### src/rtl/tape_mag_in_detector.sv
// Cassette MAG IN front end.
// Turns the signed 16-bit tape_audio stream from the playback block into the
// 1-bit level the 9901 samples. The path runs in three stages:
//   1. A DC-blocking tracker removes the slow offset from the audio.
//   2. A hysteresis comparator qualifies each sample as clearly up or clearly down.
//   3. A glitch filter accepts a transition only after MIN_STABLE consecutive
//      qualifying ticks.
// The block also measures the half-period, in ticks, between accepted edges.
//
// Ports
//   clk          system clock
//   reset        synchronous, active-high reset
//   clk_3mhz_en  3 MHz tick enable; datapath state only advances on it
//   enable       motor control (CS1); low forces the idle state on a tick
//   tape_audio   signed two's complement sample, bit 0 is the sign
//   mag_in       filtered cassette level
//   edge_strobe  one-clk pulse on each accepted transition
//   half_period  ticks between the last two accepted transitions, saturating
module tape_mag_in_detector #(
  parameter logic [15:0] HYST       = 16'd1024,
  parameter int unsigned DC_SHIFT   = 10,
  parameter int unsigned MIN_STABLE = 3
) (
  input  logic        clk,
  input  logic        reset,
  input  logic        clk_3mhz_en,
  input  logic        enable,
  input  logic [0:15] tape_audio,
  output logic        mag_in,
  output logic        edge_strobe,
  output logic [0:11] half_period
);

  localparam int unsigned AccW      = 16 + DC_SHIFT;
  localparam logic [3:0]  MinStable = 4'(MIN_STABLE);

  localparam logic [1:0] StLow      = 2'd0;
  localparam logic [1:0] StRisePend = 2'd1;
  localparam logic [1:0] StHigh     = 2'd2;
  localparam logic [1:0] StFallPend = 2'd3;

  logic [1:0]             state_q, state_d;
  logic [3:0]             stable_q, stable_d;
  logic signed [AccW-1:0] dc_acc_q, dc_acc_d;
  logic [11:0]            period_q, period_d;
  logic [11:0]            hp_q, hp_d;
  logic                   strobe_q, strobe_d;

  // DC tracker: dc_acc holds the running mean scaled by 2^DC_SHIFT.
  logic signed [15:0]     audio;
  logic signed [AccW-1:0] audio_ext;
  logic signed [AccW-1:0] dc_full;
  logic signed [15:0]     dc;
  logic signed [AccW-1:0] dc_ext;
  logic signed [AccW-1:0] dc_acc_next;

  assign audio       = $signed(tape_audio);
  assign audio_ext   = {{DC_SHIFT{audio[15]}}, audio};
  assign dc_full     = dc_acc_q >>> DC_SHIFT;
  assign dc          = dc_full[15:0];
  assign dc_ext      = {{DC_SHIFT{dc[15]}}, dc};
  assign dc_acc_next = dc_acc_q + audio_ext - dc_ext;

  // 17-bit difference cannot overflow for any pair of 16-bit operands.
  logic signed [16:0] ac;
  logic signed [16:0] hyst_p;
  logic signed [16:0] hyst_n;
  logic               up;
  logic               dn;

  assign ac     = {audio[15], audio} - {dc[15], dc};
  assign hyst_p = {1'b0, HYST};
  assign hyst_n = -hyst_p;
  assign up     = (ac > hyst_p);
  assign dn     = (ac < hyst_n);

  logic [11:0] period_inc;
  logic [3:0]  stable_inc;
  logic        accept;

  assign period_inc = (period_q == 12'hfff) ? period_q : period_q + 12'd1;
  assign stable_inc = stable_q + 4'd1;

  always_comb begin
    state_d  = state_q;
    stable_d = stable_q;
    dc_acc_d = dc_acc_q;
    period_d = period_q;
    hp_d     = hp_q;
    strobe_d = 1'b0;
    accept   = 1'b0;
    if (clk_3mhz_en) begin
      if (!enable) begin
        // Motor off: idle everything except the last measured half-period.
        state_d  = StLow;
        stable_d = '0;
        dc_acc_d = '0;
        period_d = '0;
      end else begin
        dc_acc_d = dc_acc_next;
        case (state_q)
          StLow: begin
            if (up) begin
              if (MinStable == 4'd1) begin
                state_d  = StHigh;
                stable_d = '0;
                accept   = 1'b1;
              end else begin
                state_d  = StRisePend;
                stable_d = 4'd1;
              end
            end
          end
          StRisePend: begin
            if (up) begin
              if (stable_inc == MinStable) begin
                state_d  = StHigh;
                stable_d = '0;
                accept   = 1'b1;
              end else begin
                stable_d = stable_inc;
              end
            end else begin
              state_d  = StLow;
              stable_d = '0;
            end
          end
          StHigh: begin
            if (dn) begin
              if (MinStable == 4'd1) begin
                state_d  = StLow;
                stable_d = '0;
                accept   = 1'b1;
              end else begin
                state_d  = StFallPend;
                stable_d = 4'd1;
              end
            end
          end
          StFallPend: begin
            if (dn) begin
              if (stable_inc == MinStable) begin
                state_d  = StLow;
                stable_d = '0;
                accept   = 1'b1;
              end else begin
                stable_d = stable_inc;
              end
            end else begin
              state_d  = StHigh;
              stable_d = '0;
            end
          end
          default: begin
            state_d  = StLow;
            stable_d = '0;
          end
        endcase
        if (accept) begin
          hp_d     = period_inc;
          period_d = '0;
          strobe_d = 1'b1;
        end else begin
          period_d = period_inc;
        end
      end
    end
  end

  always_ff @(posedge clk) begin
    if (reset) begin
      state_q  <= StLow;
      stable_q <= '0;
      dc_acc_q <= '0;
      period_q <= '0;
      hp_q     <= '0;
      strobe_q <= 1'b0;
    end else begin
      state_q  <= state_d;
      stable_q <= stable_d;
      dc_acc_q <= dc_acc_d;
      period_q <= period_d;
      hp_q     <= hp_d;
      strobe_q <= strobe_d;
    end
  end

  // The pending-fall state still reports the high level until the fall is accepted.
  assign mag_in      = (state_q == StHigh) || (state_q == StFallPend);
  assign edge_strobe = strobe_q;
  assign half_period = hp_q;

endmodule

### config.mk
export PLATFORM = sky130hd
export DESIGN_NAME = tape_mag_in_detector
export DESIGN_NICKNAME = d
export VERILOG_FILES = /design/src/rtl/tape_mag_in_detector.sv
export SDC_FILE = /design/constraint.sdc
export NUM_CORES = 1
export LEC_CHECK = 0
export CAP_MARGIN = 5
export CORE_UTILIZATION = 61
export CTS_CLUSTER_DIAMETER = 50
export DETAILED_ROUTE_END_ITERATION = 16
export PLACE_DENSITY = 0.82
export SLEW_MARGIN = 30
export SYNTH_ARGS = -nofsm -noshare
export SYNTH_HDL_FRONTEND = slang
export SYNTH_SLANG_ARGS = --single-unit
### constraint.sdc
create_clock -name clk -period 4.98 [get_ports clk]
set_input_delay 0.498 -clock clk [delete_from_list [all_inputs] [get_ports clk]]
set_output_delay 0.498 -clock clk [all_outputs]
set_load 0.02 [all_outputs]
==> results of run 1 <==
-- metrics by stage --
| stage | utilization | worst slack [ns] |
|---|---|---|
| 3_3_place_gp | 0.693 | 0.648 |
| 2_1_floorplan | - | 1.30 |
| 4_1_cts | 0.720 | 0.763 |
| 6_report | 0.720 | 0.740 |
| 3_5_place_dp | 0.693 | 0.438 |
| 5_1_grt | 0.720 | 0.454 |
-- registers in the layout (all words and copies together), names as in the netlist --
signal       count
half_period     12
stable_q         4
dc_acc_q        26
period_q        12
state_q          2
edge_strobe      1
-- worst register-to-register path: stages, from the launching register on --
cell and delay, ns:
dfxtp_1 0.45, inv_1 0.14, fa_1 0.52, inv_1 0.04, ha_1 0.39, a21o_1 0.23, a211oi_1 0.26, o21bai_1 0.17
a22oi_1 0.24, a31oi_1 0.16, and4_1 0.23, a2111oi_0 0.52, xnor2_1 0.16, a21oi_1 0.17, o22ai_1 0.09
-- cells in the mapped netlist (4+ instances only) --
cell type | instances | share of area
inv_1 | 115 | 0.080
dfxtp_1 | 57 | 0.21
nor2_1 | 56 | 0.039
ha_1 | 45 | 0.10
nand2_1 | 43 | 0.030
a21oi_1 | 38 | 0.035
o21ai_0 | 29 | 0.027
fa_1 | 26 | 0.097
xnor2_1 | 23 | 0.037
nand3_1 | 19 | 0.018
xor2_1 | 19 | 0.031
nor3_1 | 16 | 0.015
a22oi_1 | 14 | 0.020
clkbuf_1 | 14 | 0.0098
a21o_1 | 11 | 0.015
o22ai_1 | 10 | 0.012
or3_1 | 10 | 0.012
and3_1 | 8 | 0.0093
nand2b_1 | 8 | 0.0093
a211oi_1 | 7 | 0.0098
mux2i_1 | 6 | 0.011
a311oi_1 | 5 | 0.0081
and2_1 | 5 | 0.0058
nand4_1 | 5 | 0.0058
o2111ai_1 | 5 | 0.0081
o31ai_1 | 5 | 0.0070
a22o_1 | 4 | 0.0065
a31oi_1 | 4 | 0.0046
buf_1 | 4 | 0.0028
nand3b_1 | 4 | 0.0056
nor2b_1 | 4 | 0.0046
o211ai_1 | 4 | 0.0056
o21bai_1 | 4 | 0.0056
-- worst paths after layout --
path                       end  slack, ns           start
hold reg to reg    dc_acc_q[0]       0.47     dc_acc_q[0]
hold / removal     dc_acc_q[0]       0.47     dc_acc_q[0]
setup reg to reg  dc_acc_q[25]       1.11    dc_acc_q[11]
setup / recovery  dc_acc_q[25]       0.74  tape_audio[14]
-- final cells by class --
| type | instances | area [µm²] |
|---|---|---|
| timing repair buffer | 37 | 360 |
| inverter | 115 | 432 |
| multi-input combinational | 487 | 3740 |
| fill | 656 | 2350 |
| clock inverter | 7 | 103 |
| sequential | 57 | 1140 |
| clock buffer | 9 | 124 |
| tap | 105 | 131 |
-- power groups by stage --
stage / logic (W) / clock network (W) / registers (W)
floorplan: 0.00276 / 0 / 0.000634
global placement: 0.00328 / 0 / 0.000667
detailed placement: 0.00340 / 0 / 0.000669
CTS: 0.00345 / 0.000506 / 0.000661
global route: 0.00387 / 0.000523 / 0.000675
finish: 0.00349 / 0.000502 / 0.000664
-- per-layer routing --
layer | track usage | share of wire | vias to the layer above
met2 | 0.507 | 0.47 | 173
met4 | 0.107 | 0.030 | 0
met3 | 0.0616 | 0.062 | 36
met5 | 0 | 0 | -
li1 | - | - | 2418
met1 | 0.389 | 0.44 | 2365
-- cell families (layout without fill, tap and decap cells) --
family	count (synthesis)	after routing	share of synthesized area
fa+ha+maj	71	71	0.201
xor+xnor	42	42	0.0683
simple gates	189	189	0.174
compound gates	179	179	0.239
flops	57	57	0.212
mux	6	6	0.0111
buf+inv	135	168	0.0945
==> metrics, run 1 <==
max cap viols=0; final setup violation count=0; Worst-Margin Slew=0.796 ns; cts hold-fix bufs=0; Hold Crit Depth=2; Clock power frac=0.108; first-pass GRT wire length=21,400 µm; Internal Power=0.00233 W; CTS H-tree depth=3; IO buf count=33; CTS tree=built; CP cell instances=clkdlybuf4s50_1 -> inv_1 -> fa_1 -> inv_1 -> ha_1 -> a21oi_1 -> o22ai_1 -> o41a_1 -> o2111ai_1 -> a31oi_1 -> and4_1 -> a2111oi_0 -> xnor2_1 -> a21oi_1 -> o22ai_1; Synth cell types=69; Max clock buf depth=2; Syn Nets=770; CP Max Fanout=5; initial antenna violation count=0; crit path buf inv count=3; fmax=236 MHz; Leakage=2.55 nW; Flop pwr share=0.142; Hold/Removal Path Class=reg2reg; Final min period=4.24 ns; endpoint arrival time on the critical path=4.48 ns; final hold violation count=0; EDFF count, synth=0; post-synthesis sequential area ratio=0.212; fin crit share=0.851; cell row count=33; Placer Congestion=0.859; Via-to-Cell Ratio=6.11; CTS clk-pin slew, worst paths=0.08 ns; skew final=0.0157 ns; PostCTS Resize Cnt=0; clock tree sinks=57; Starting Density=0.643; CORE AREA=8380 µm²; Post-Synthesis Cells=679; worst skew pair latency=0.35 ns; Worst setup EP type=register; share of layout cells above drive strength 1=0.0506; vias in the first global route=4,603; io pins=34; Die X-Extent=96.0 µm; DIE HEIGHT=96.0 µm; setup_tns=0 ns; fin. max-slew vios=0; startpoint types=input pin; vias post-DR=4,992; maximum vdd ir drop=0.687 mV; Worst Path Required=5.22 ns; Routed Antenna Nets=0; synthesis-to-layout area growth=12.0%; die area=9210 µm²; Total GRT Usage=0.304; Yosys warnings=0; max_slew headroom=0.469; number of inserted diodes=0; 1st-pass router iterations=8; Power Total=0.00466 W; WL/cell=16.5 µm; Finished Layout Cells=817; GRT Residual Overflow=0; Power Density=773 nW/µm²; sw frac=0.499; status=finished clean; Synth Register Bits=57; Nets=798; Comb pwr share=0.750; Post-Syn Area=5390 µm²; root buf cell=clkbuf_8; Largest delay share family, worst path=compound AO/OA/AOI/OAI gates; critical path depth in cells=15; Crit Path Class=in2reg; RSZ-0062 raised after global routing=no; syn_area_per_cell=7.93 µm²; R2R depth=14; dpl cell area=5810 µm²; top_reg_cell synth=dfxtp_1; most common cell after layout, fill and taps aside=inv_1; total CTS buffers=9; fin area=6030 µm²; slowest CP cell=fa_1; DR DRC count=0; post-CTS setup repair buffer count=0; Async S/R FF share, synth=0; hpwl dp=10,400 µm; dpl cells=801; pin count of the biggest net entering global routing=39; WHS=0.466 ns; routed wire length=13,500 µm; initial DRC count=341; max incr delay on CP=0.53 ns; commonest non-fill, non-tap cells in the layout=inv_1 (115), dfxtp_1 (57), nor2_1 (56); Sw Pwr=0.00233 W
Power figures use the tool's default switching activity.
==> inputs of run 2 (changes only) <==
--- a/config.mk
+++ b/config.mk
@@ -6,6 +6,7 @@
 export NUM_CORES = 1
 export LEC_CHECK = 0
 export CAP_MARGIN = 5
+export CORE_ASPECT_RATIO = 1.75
 export CORE_UTILIZATION = 61
 export CTS_CLUSTER_DIAMETER = 50
 export DETAILED_ROUTE_END_ITERATION = 16
==> run 2 against run 1 <==
  * Maximum frequency shrank 3.1%
  * Sequential cell count stayed put
  * Die area up 0.16%
  * Hold slack better by 0.017 ns
  * First-iteration DRC count is 13% lower
  * Utilization down 0.87 points
  * Clock skew decreased by 0.0085 ns
  * Power is 3.5% higher
  * Routed wire length grew 6.2%
  * Non-clock buffer count unchanged
  * Critical path type unchanged
==> metrics, run 2 (synthesized netlist as in run 1, its figures left out) <==
pin count of the biggest net entering global routing=28 (was 39); Final min period=4.38 ns (was 4.24 ns); CP Max Fanout=5 (unchanged); RSZ-0062 raised after global routing=no (unchanged); CTS tree=built (unchanged); Routed Antenna Nets=0 (unchanged); final hold violation count=0 (unchanged); startpoint types=input pin (unchanged); number of inserted diodes=0 (unchanged); Largest register FFs=26 (unchanged); io pins=34 (unchanged); post-CTS setup repair buffer count=0 (unchanged); endpoint arrival time on the critical path=4.59 ns (was 4.48 ns); multi-input logic area=3740 µm² (about the same); Power Density=788 nW/µm² (was 773 nW/µm²); routed wire length=14,300 µm (was 13,500 µm); max cap viols=0 (unchanged); Die X-Extent=73.0 µm (was 96.0 µm); Total GRT Usage=0.331 (was 0.304); WL/cell=17.3 µm (was 16.5 µm); Finished Layout Cells=829 (was 817); most flop-heavy register=dc_acc_q (unchanged); hpwl dp=10,900 µm (was 10,400 µm); synthesis-to-layout area growth=13.7% (was 12.0%); slowest CP cell=a2111oi_0 (was fa_1); maximum vdd ir drop=0.460 mV (was 0.687 mV); Placer Congestion=0.963 (was 0.859); cell row count=45 (was 33); skew final=0.00720 ns (was 0.0157 ns); CTS clk-pin slew, worst paths=0.05 ns (was 0.08 ns); Crit Path Class=in2reg (unchanged); DIE HEIGHT=126 µm (was 96.0 µm); Hold/Removal Path Class=reg2reg (unchanged); max_slew headroom=0.414 (was 0.469); PostCTS Resize Cnt=0 (unchanged); fin area=6120 µm² (was 6030 µm²); dpl cells=813 (was 801); CTS H-tree depth=3 (unchanged); dpl cell area=5820 µm² (was 5810 µm²); Starting Density=0.625 (was 0.643); Via-to-Cell Ratio=6.16 (was 6.11); fin util=0.711 (was 0.720); Worst Path Required=5.20 ns (was 5.22 ns); fmax=229 MHz (was 236 MHz); most common cell after layout, fill and taps aside=inv_1 (unchanged); cts hold-fix bufs=0 (unchanged); CP cell instances=clkdlybuf4s50_1 -> inv_1 -> fa_1 -> inv_1 -> ha_1 -> a21oi_1 -> o22ai_1 -> o41a_1 -> o2111ai_1 -> a31oi_1 -> and4_1 -> a2111oi_0 -> xnor2_1 -> a21oi_1 -> o22ai_1 (unchanged); vias post-DR=5,106 (was 4,992); commonest non-fill, non-tap cells in the layout=inv_1 (115), dfxtp_1 (57), nor2_1 (56) (unchanged); Max clock buf depth=2 (unchanged); Nets=798 (unchanged); 1st-pass router iterations=5 (was 8); fin. max-slew vios=0 (unchanged); status=finished clean (unchanged); Worst setup EP type=register (unchanged); fin crit share=0.879 (was 0.851); die area=9230 µm² (was 9210 µm²); first-pass GRT wire length=23,300 µm (was 21,400 µm); DR DRC count=0 (unchanged); Leakage=2.59 nW (was 2.55 nW); Worst-Margin Slew=0.879 ns (was 0.796 ns); clock tree sinks=57 (unchanged); max incr delay on CP=0.63 ns (was 0.53 ns); setup_tns=0 ns (unchanged); share of layout cells above drive strength 1=0.0478 (was 0.0506); initial antenna violation count=0 (unchanged); root buf cell=clkbuf_16 (was clkbuf_8); IO buf count=33 (unchanged); Largest delay share family, worst path=compound AO/OA/AOI/OAI gates (unchanged); vias in the first global route=5,291 (was 4,603); worst skew pair latency=0.33 ns (was 0.35 ns); crit path buf inv count=3 (unchanged); final setup violation count=0 (unchanged); initial DRC count=297 (was 341); number of fill cells=700 (was 656); total CTS buffers=9 (unchanged); CORE AREA=8610 µm² (was 8380 µm²); GRT Residual Overflow=0 (unchanged); register area=1140 µm² (unchanged)
run 2: area by class of cell:
class / instances / share of cell area
clock inverter: 4 / 0.00838
sequential: 57 / 0.186
inverter: 115 / 0.0705
tap: 117 / 0.0239
timing repair buffer: 37 / 0.0588
multi-input combinational: 487 / 0.610
clock buffer: 12 / 0.0419
run 2: through the flow:
stage / total power [W] / setup slack [ns] / hold WS (ns)
2_1_floorplan: 0.00340 / 1.30 / 0.441
3_3_place_gp: 0.00396 / 0.613 / 0.450
3_5_place_dp: 0.00409 / 0.356 / 0.475
4_1_cts: 0.00478 / 0.694 / 0.484
5_1_grt: 0.00526 / 0.500 / 0.491
6_report: 0.00482 / 0.604 / 0.483
run 2: where the power goes:
| part | internal, W | leakage [nW] | total (W) | switching (W) |
|---|---|---|---|---|
| clock network | 0.000414 | 0.149 | 0.000632 | 0.000219 |
| registers | 0.000556 | 0.462 | 0.000663 | 0.000106 |
| logic | 0.00150 | 1.98 | 0.00353 | 0.00203 |
run 2: final timing paths:
check | start | end | slack [ns] | depth (start not counted)
worst max-delay path | tape_audio[14] | dc_acc_q[25] | 0.60 | 15
worst min-delay path | dc_acc_q[0] | dc_acc_q[0] | 0.48 | 2
worst max register to register | dc_acc_q[25] | dc_acc_q[25] | 1.01 | 13
worst min register to register | dc_acc_q[0] | dc_acc_q[0] | 0.48 | 2
run 2: worst reg2reg max path, stage by stage, from the launching register on:
cell	delay, ns
dfxtp_1	0.70
fa_1	0.53
inv_1	0.07
ha_1	0.30
a21o_1	0.20
a21o_1	0.16
a21o_1	0.18
a22oi_1	0.26
a31oi_1	0.16
and4_1	0.23
a2111oi_0	0.63
xnor2_1	0.18
a21oi_1	0.17
o22ai_1	0.09
run 2: routing by layer:
layer | vias up | GRT usage | part of all wire
met5 | - | 0 | 0
met2 | 200 | 0.599 | 0.54
met3 | 67 | 0.0612 | 0.045
met4 | 0 | 0.226 | 0.057
met1 | 2416 | 0.329 | 0.36
li1 | 2423 | - | -
==> inputs of run 3 (changes only) <==
--- a/config.mk
+++ b/config.mk
@@ -7,10 +7,11 @@
 export LEC_CHECK = 0
 export CAP_MARGIN = 5
 export CORE_ASPECT_RATIO = 1.75
-export CORE_UTILIZATION = 61
+export CORE_UTILIZATION = 60
 export CTS_CLUSTER_DIAMETER = 50
 export DETAILED_ROUTE_END_ITERATION = 16
-export PLACE_DENSITY = 0.82
+export PLACE_DENSITY = 0.81
+export SKIP_LAST_GASP = 1
 export SLEW_MARGIN = 30
 export SYNTH_ARGS = -nofsm -noshare
 export SYNTH_HDL_FRONTEND = slang
==> run 3 against run 2 <==
  * Design area hardly changed
  * Sequential share of layout area hardly changed
  * Global-route usage is 1.4 points lower
  * Clock-buffer cell count is 1 higher
  * Register-to-register slack hardly changed
==> metrics, run 3 (synthesized netlist as in run 1, its figures left out) <==
Starting Density=0.621 (was 0.625); skew final=0.00356 ns (was 0.00720 ns); WL/cell=16.6 µm (was 17.3 µm); Worst-Margin Slew=0.853 ns (was 0.879 ns); dpl cell area=5820 µm² (unchanged); met2 Use GR=0.565 (was 0.599); register area=1140 µm² (unchanged); initial DRC count=338 (was 297); fin. max-slew vios=0 (unchanged); CP Max Fanout=5 (unchanged); 1st-pass router iterations=6 (was 5); most used routing layer in global routing=met2 (unchanged); Routed Antenna Nets=0 (unchanged); fin crit share=0.854 (was 0.879); most common cell after layout, fill and taps aside=inv_1 (unchanged); worst skew pair latency=0.34 ns (was 0.33 ns); DIE HEIGHT=127 µm (was 126 µm); setup_tns=0 ns (unchanged); routed wire length=13,800 µm (was 14,300 µm); Worst setup EP type=register (unchanged); Total GRT Usage=0.317 (was 0.331); Power Density=786 nW/µm² (was 788 nW/µm²); share of layout cells above drive strength 1=0.0435 (was 0.0478); hold endpoint=dc_acc_q[0] (unchanged); initial antenna violation count=0 (unchanged); CORE AREA=8670 µm² (was 8610 µm²); hpwl dp=10,700 µm (was 10,900 µm); hold path startpoint=dc_acc_q[0] (unchanged); synthesis-to-layout area growth=13.6% (was 13.7%); fin area=6120 µm² (about the same); Worst Path Required=5.19 ns (was 5.20 ns); most flop-heavy register=dc_acc_q (unchanged); die area=9380 µm² (was 9230 µm²); multi-input logic area=3740 µm² (unchanged); IO buf count=33 (unchanged); max cap viols=0 (unchanged); final hold violation count=0 (unchanged); CTS clk-pin slew, worst paths=0.05 ns (about the same); root buf cell=clkbuf_16 (unchanged); vias post-DR=4,955 (was 5,106); GRT Residual Overflow=0 (unchanged); pin count of the biggest net entering global routing=29 (was 28); met3 Resource Use GR=0.0465 (was 0.0612); io pins=34 (unchanged); Largest register FFs=26 (unchanged); number of fill cells=738 (was 700); CTS H-tree depth=3 (unchanged); commonest non-fill, non-tap cells in the layout=inv_1 (115), dfxtp_1 (57), nor2_1 (56) (unchanged); startpoint types=input pin (unchanged); status=finished clean (unchanged); met1 Use GR=0.349 (was 0.329); DR DRC count=0 (unchanged); number of inserted diodes=0 (unchanged); PostCTS Resize Cnt=0 (unchanged); RSZ-0062 raised after global routing=no (unchanged); Hold/Removal Path Class=reg2reg (unchanged); Reg-to-Reg Start=dc_acc_q[25] (unchanged); total CTS buffers=9 (unchanged); R2R Setup Slk=1.02 ns (was 1.01 ns); R2R depth=13 (unchanged); cell row count=45 (unchanged); Hold Crit Depth=2 (unchanged); Placer Congestion=0.933 (was 0.963); fmax=235 MHz (was 229 MHz); final setup violation count=0 (unchanged); first-pass GRT wire length=22,900 µm (was 23,300 µm); CTS tree=built (unchanged); maximum vdd ir drop=0.391 mV (was 0.460 mV); worst r2r dst=dc_acc_q[25] (unchanged); Max clock buf depth=2 (unchanged); Final min period=4.25 ns (was 4.38 ns); endpoint arrival time on the critical path=4.47 ns (was 4.59 ns); Die X-Extent=73.6 µm (was 73.0 µm); cts hold-fix bufs=0 (unchanged); post-CTS setup repair buffer count=0 (unchanged); vias in the first global route=5,132 (was 5,291); Crit Path Class=in2reg (unchanged); Via-to-Cell Ratio=5.98 (was 6.16); Nets=798 (unchanged); max_slew headroom=0.431 (was 0.414); Leakage=2.59 nW (about the same); clock tree sinks=57 (unchanged)
run 3: cell count changes in the layout (fill, tap and decap cells not counted):
cell	change
bufinv_16	+1
clkbuf_1	+3
clkbuf_8	-2
clkinv_4	-1
clkinvlp_4	-1
run 3: worst max path at each step:
stage	start	to	slack [ns]	cells past startpoint
finish	tape_audio[14]	dc_acc_q[25]	0.73	15
global route	tape_audio[15]	half_period[2]	0.44	15
CTS	tape_audio[14]	dc_acc_q[25]	0.71	15
detailed placement	tape_audio[14]	dc_acc_q[25]	0.38	15
global placement	tape_audio[14]	dc_acc_q[25]	0.61	15
floorplan	tape_audio[0]	dc_acc_q[25]	1.30	14
run 3: power breakdown:
group	leakage, nW	switching (W)	internal (W)	total [W]
Sequential	0.462	0.000106	0.000557	0.000663
Combinational	1.98	0.00202	0.00149	0.00351
Clock	0.148	0.000206	0.000437	0.000643
Total	2.59	0.00233	0.00249	0.00481
run 3: per-stage QoR:
step / setup WS, ns / power [W] / hold slack (ns) / util / cells
final: 0.728 / 0.00481 / 0.481 / 0.706 / 829
after global routing: 0.438 / 0.00526 / 0.497 / 0.706 / 829
after CTS: 0.712 / 0.00475 / 0.478 / 0.706 / 829
after detailed placement: 0.380 / 0.00408 / 0.454 / 0.671 / 813
after global placement: 0.610 / 0.00396 / 0.450 / 0.671 / 813
after floorplan: 1.30 / 0.00340 / 0.441 / - / 679
run 3: final cells by class:
| type | count | area share |
|---|---|---|
| clock inverters | 3 | 0.0106 |
| clock buffers | 13 | 0.0392 |
| well taps | 117 | 0.0239 |
| flip-flops and latches | 57 | 0.186 |
| multi-input cells | 487 | 0.610 |
| repair buffers | 37 | 0.0589 |
| inverters | 115 | 0.0705 |
run 3: worst max-delay path, cell delays in order:
cell,delay (ns)
clkdlybuf4s50_1,0.48
inv_1,0.09
fa_1,0.54
inv_1,0.07
ha_1,0.29
a21oi_1,0.18
o22ai_1,0.15
o41a_1,0.41
o2111ai_1,0.36
a31oi_1,0.20
and4_1,0.24
a2111oi_0,0.50
xnor2_1,0.17
a21oi_1,0.18
o22ai_1,0.10
run 3: metal layers:
metal	part of all wire	up-vias	wire (µm)
met1	0.39	2345	5390
li1	-	2422	-
met4	0.044	0	604
met3	0.040	47	546
met2	0.52	141	7230
met5	0	-	0
